**config.mk**
```make
export PLATFORM = sky130hd
export DESIGN_NAME = rca4_seq_ctrl
export DESIGN_NICKNAME = d
export VERILOG_FILES = /design/src/rtl/rca4_seq_ctrl.sv
export SDC_FILE = /design/constraint.sdc
export NUM_CORES = 1
export LEC_CHECK = 0
export BUFFER_PORTS_ARGS = -buffer_cell sky130_fd_sc_hd__buf_2
export CORE_ASPECT_RATIO = 1.5
export CORE_MARGIN = 2
export CORE_UTILIZATION = 30
export CTS_BUF_LIST = sky130_fd_sc_hd__clkbuf_4
export DETAILED_ROUTE_END_ITERATION = 8
export PLACE_DENSITY = 0.5
export REMOVE_ABC_BUFFERS = 1
export SLEW_MARGIN = 20
export SYNTH_ARGS = -nofsm -noshare
export SYNTH_HDL_FRONTEND = slang
export SYNTH_HIERARCHICAL = 1
export SYNTH_SLANG_ARGS = --single-unit
```
**constraint.sdc**
```tcl
create_clock -name clk -period 11 [get_ports clk]
set_clock_uncertainty 0.05 [all_clocks]
set_input_delay 2.2 -clock clk [delete_from_list [all_inputs] [get_ports clk]]
set_output_delay 2.2 -clock clk [all_outputs]
set_load 0.02 [all_outputs]
```
**src/rtl/rca4_seq_ctrl.sv**
```systemverilog
// Sequential WIDTH-bit adder that reuses one 4-bit ripple-carry adder, one nibble per clock, LSB first.
// Optional macro RCA4_SEQ_SUB_EN adds a 'sub' port that selects A-B (B inverted, initial carry forced to 1).

module rca4 (
    input  logic [3:0] a,
    input  logic [3:0] b,
    input  logic       ci,
    output logic [3:0] s,
    output logic       co
);
    logic [4:0] c;

    always_comb begin
        c[0] = ci;
        for (int i = 0; i < 4; i++) begin
            s[i]   = a[i] ^ b[i] ^ c[i];
            c[i+1] = (a[i] & b[i]) | (c[i] & (a[i] ^ b[i]));
        end
        co = c[4];
    end
endmodule

module rca4_seq_ctrl #(
    parameter int WIDTH = 32
) (
    input  logic             clk,
    input  logic             reset,
    input  logic             start,
    input  logic [WIDTH-1:0] a,
    input  logic [WIDTH-1:0] b,
    input  logic             ci,
`ifdef RCA4_SEQ_SUB_EN
    input  logic             sub,
`endif
    output logic             busy,
    output logic             done,
    output logic [WIDTH-1:0] s,
    output logic             co
);
    localparam int N  = WIDTH / 4;
    localparam int KW = (N > 1) ? $clog2(N) : 1;
    localparam logic [KW-1:0] K_LAST = KW'(N - 1);

    typedef enum logic [1:0] {IDLE, RUN, DONE} state_t;

    state_t           state;
    logic [WIDTH-1:0] a_q, b_q, acc, acc_next;
    logic [KW-1:0]    k;
    logic             carry_q;
    logic [3:0]       nib_a, nib_b, nib_s;
    logic             nib_co;

    rca4 u_rca4 (
        .a  (nib_a),
        .b  (nib_b),
        .ci (carry_q),
        .s  (nib_s),
        .co (nib_co)
    );

    // NOTE: every combinational output gets a default first, so no path leaves it unassigned (no latch).
    always_comb begin
        nib_a = '0;
        nib_b = '0;
        for (int i = 0; i < N; i++) begin
            if (k == i[KW-1:0]) begin
                nib_a = a_q[4*i +: 4];
                nib_b = b_q[4*i +: 4];
            end
        end
    end

    // Accumulator with the current nibble merged in; lets s load the complete sum on the last step.
    always_comb begin
        acc_next = acc;
        for (int i = 0; i < N; i++) begin
            if (k == i[KW-1:0]) acc_next[4*i +: 4] = nib_s;
        end
    end

    // NOTE: sequential state uses non-blocking assignments only, so every register samples pre-edge values.
    always_ff @(posedge clk) begin
        if (reset) begin
            state   <= IDLE;
            busy    <= 1'b0;
            done    <= 1'b0;
            s       <= '0;
            co      <= 1'b0;
            a_q     <= '0;
            b_q     <= '0;
            acc     <= '0;
            carry_q <= 1'b0;
            k       <= '0;
        end else begin
            done <= 1'b0;
            case (state)
                IDLE, DONE: begin
                    if (start) begin
                        a_q <= a;
`ifdef RCA4_SEQ_SUB_EN
                        // Subtraction stores ~B and seeds the chain with 1 (two's complement).
                        b_q     <= sub ? ~b : b;
                        carry_q <= sub | ci;
`else
                        b_q     <= b;
                        carry_q <= ci;
`endif
                        k     <= '0;
                        busy  <= 1'b1;
                        state <= RUN;
                    end else begin
                        state <= IDLE;
                    end
                end
                RUN: begin
                    acc     <= acc_next;
                    carry_q <= nib_co;
                    if (k == K_LAST) begin
                        s     <= acc_next;
                        co    <= nib_co;
                        busy  <= 1'b0;
                        done  <= 1'b1;
                        state <= DONE;
                    end else begin
                        k <= k + 1'b1;
                    end
                end
                default: state <= IDLE;
            endcase
        end
    end
endmodule

```
==> flow_summary.yaml <==
run_status:
  status: "complete, no violations"
clock_network:
  h-tree-depth: 4
  cts_tree: "built"
  cts_resized: 0
  cts_buffer_depth: 2
  cts-root-buf: "clkbuf_4"
  insertion_delay_ns: 0.56
  cts_made_buffers: 17
  clkSinkCount: 133
  post-cts-setup-buffer-count: 0
  hold_buffers: 0
  clk_pin_slew_worst_paths_ns: 0.11
synth:
  synth_cells: 718
  synth_area_per_cell_um2: 8.05
  synthArstFlopShare: 0
  synthDistinctLibCells: 38
  synth_xor_area_frac: 0
  synth_warnings: 6
  synth_top_family_by_area: "simple AND/OR/NAND/NOR gates"
  synth_common_cells: "199 x nand2_1, 133 x dfxtp_1, 98 x a21oi_1"
  synth_area_um2: 5780
  synth_compound_area_frac: 0.162
  synth_top_area_frac: 0.461
  yosys.area_share.simple: 0.194
  post-synth-top-count-cell: "nand2_1"
  synth_mux_area_frac: 0.0848
  seq_area_frac_synth: 0.461
  synth_ff_type: "dfxtp_1"
  synth_area_leader_cell: "dfxtp_1"
  synth-edff-count: 0
  synthTopCellsByArea: "dfxtp_1 46%, nand2_1 13%, a21oi_1 8.5%"
  synthAdderAreaFrac: 0.0268
  ys_ff_latch: 133
placement:
  place_inst: 1022
  dp_hpwl_mm: 10.5
  post_dp_cell_area_um2: 6390
  port_buffers: 102
  gp_congestion: 0.811
detailed_routing:
  drc: 0
  vias: 4837
  vias_per_cell: 4.58
  drt-initial-drc-count: 238
  wl_mm: 15.2
  drtPass1Iterations: 4
  ant_nets: 0
  routedWlPerCell_um: 14.4
critical_path:
  crit_path_end_kind: "flip-flop"
  arrival_ns: 4.93
  start_kind: "flip-flop"
  required_ns: 11.42
  path_max_fanout: 20
  critPathKind: "reg2reg"
  ff2ff_path_depth: 16
power:
  internal-power_uw: 699
  comb_power_share: 0.119
  power.total_uw: 959
  p_sw_uw: 260
  pwr-share-seq: 0.530
  ir_drop_mv: 0.0547
  pwr-share-clk: 0.351
  p_sw_frac: 0.271
  powerDensity_nw_per_um2: 144
  leakage_uw: 0.00273
final_layout:
  postLayoutCoreUtil: 0.352
  design_area_um2: 6680
  area_growth_pct: 15.6
  fill_cells: 2088
  drive_above_1_share: 0.182
  stdcell_count: 1055
  finalNetCount: 863
sta:
  relSlewSlack: 0.303
  setup_tns_ns: 0
  finalHoldViolations: 0
  fin_crit_sh: 0.410
  rsz0062_at_grt: "false"
  period_minus_slack_ns: 4.51
  worstMarginPinSlew_ns: 1.05
  finalSetupViolations: 0
  max_freq_mhz: 222
  slew_violations: 0
floorplan:
  coreArea_um2: 19000
  die_w_um: 117
  std_cell_rows: 62
  die_y_um: 174
  io_pins: 103
  start_util: 0.304
  fp.dieArea_um2: 20400
global_routing:
  grt_max_degree: 69
  grt_pass1_wl_mm: 24.5
  grt_pass1_vias: 4790
  grt_usage: 0.151
  antenna_found_initial: 1
  grt-ovfl-total: 0
hold_path:
  hold_depth: 2
  hold_class: "reg2reg"
run:
  cap_violations: 0
power groups by stage:
stage	Clock, uW	Combinational (uW)	Sequential [uW]
after CTS	347	118	509
after detailed placement	0	117	520
after global placement	0	117	520
after floorplan	0	68.6	517
final	336	114	509
after global routing	369	129	511
final cells by class:
class                           instances  area, um2  area share
Multi-Input combinational cell        492       2720       0.407
Sequential cell                       133       2660       0.399
Timing Repair Buffer                  111        578      0.0865
Tap cell                              256        320      0.0479
Clock buffer                           20        150      0.0225
Clock inverter                         12        136      0.0204
Inverter                               30        115      0.0172
Antenna cell                            1       2.50    0.000375
per-stage QoR:
stage,hold slack (ns),setup WS [ns]
finish,0.400,6.49
global route,0.423,6.13
CTS,0.406,6.43
detailed placement,0.387,6.46
global placement,0.382,6.58
floorplan,0.380,6.14
worst max-delay path: stages, from the launching register on:
cell     delay [ns]
dfxtp_1        0.40
ha_1           0.20
ha_1           0.71
nor3b_2        0.21
a221o_1        0.34
o22ai_1        0.17
a21oi_1        0.12
fa_1           0.42
inv_1          0.08
fa_1           0.16
inv_1          0.05
fa_1           0.34
inv_1          0.08
fa_1           0.41
inv_1          0.38
mux2i_1        0.13
o21ai_0        0.17
kinds of logic after synthesis:
logic type / Yosys count
adders and majority gates: 10
DFF: 133
buffers and inverters: 93
and+or+nand+nor: 267
muxes: 49
AOI/OAI and AO/OA: 166
flip-flops by register name, indices dropped and copies added (netlist names):
name     flops
acc         28
state        2
carry_q      1
done         1
s           32
a_q         32
b_q         32
busy         1
k            3
co           1
cell usage in the layout (no fill, tap or decap), types with 4 or more instances in the layout:
| cell | netlist | layout |
|---|---|---|
| a21oi_1 | 98 | 97 |
| a221o_1 | 7 | 7 |
| a221oi_1 | 8 | 8 |
| a22o_1 | 5 | 5 |
| buf_2 | 19 | 102 |
| buf_4 | 4 | 9 |
| clkbuf_4 | 0 | 20 |
| clkinv_1 | 1 | 5 |
| dfxtp_1 | 133 | 133 |
| fa_1 | 4 | 4 |
| ha_1 | 6 | 6 |
| inv_1 | 28 | 28 |
| mux2i_1 | 49 | 49 |
| nand2_1 | 199 | 199 |
| nand3_1 | 11 | 11 |
| nand3b_1 | 8 | 8 |
| nor2_1 | 24 | 24 |
| nor2b_1 | 10 | 9 |
| o21ai_0 | 34 | 34 |
| o22ai_1 | 7 | 7 |
final timing paths:
check,slack (ns),to,from
worst min-delay path,0.40,s[22],s[22]
worst min register to register,0.40,s[22],s[22]
worst max-delay path,6.49,s[15],k[0]
worst max register to register,6.49,s[15],k[0]
per-layer routing:
metal	part of all wire	up-vias	GRT usage	routed length (um)
met5	0	-	0	0
li1	-	2518	-	-
met3	0.029	20	0.0354	434
met2	0.52	87	0.274	7850
met1	0.43	2212	0.174	6590
met4	0.019	0	0.0522	291
No activity file was read; power rests on OpenSTA's default activity.
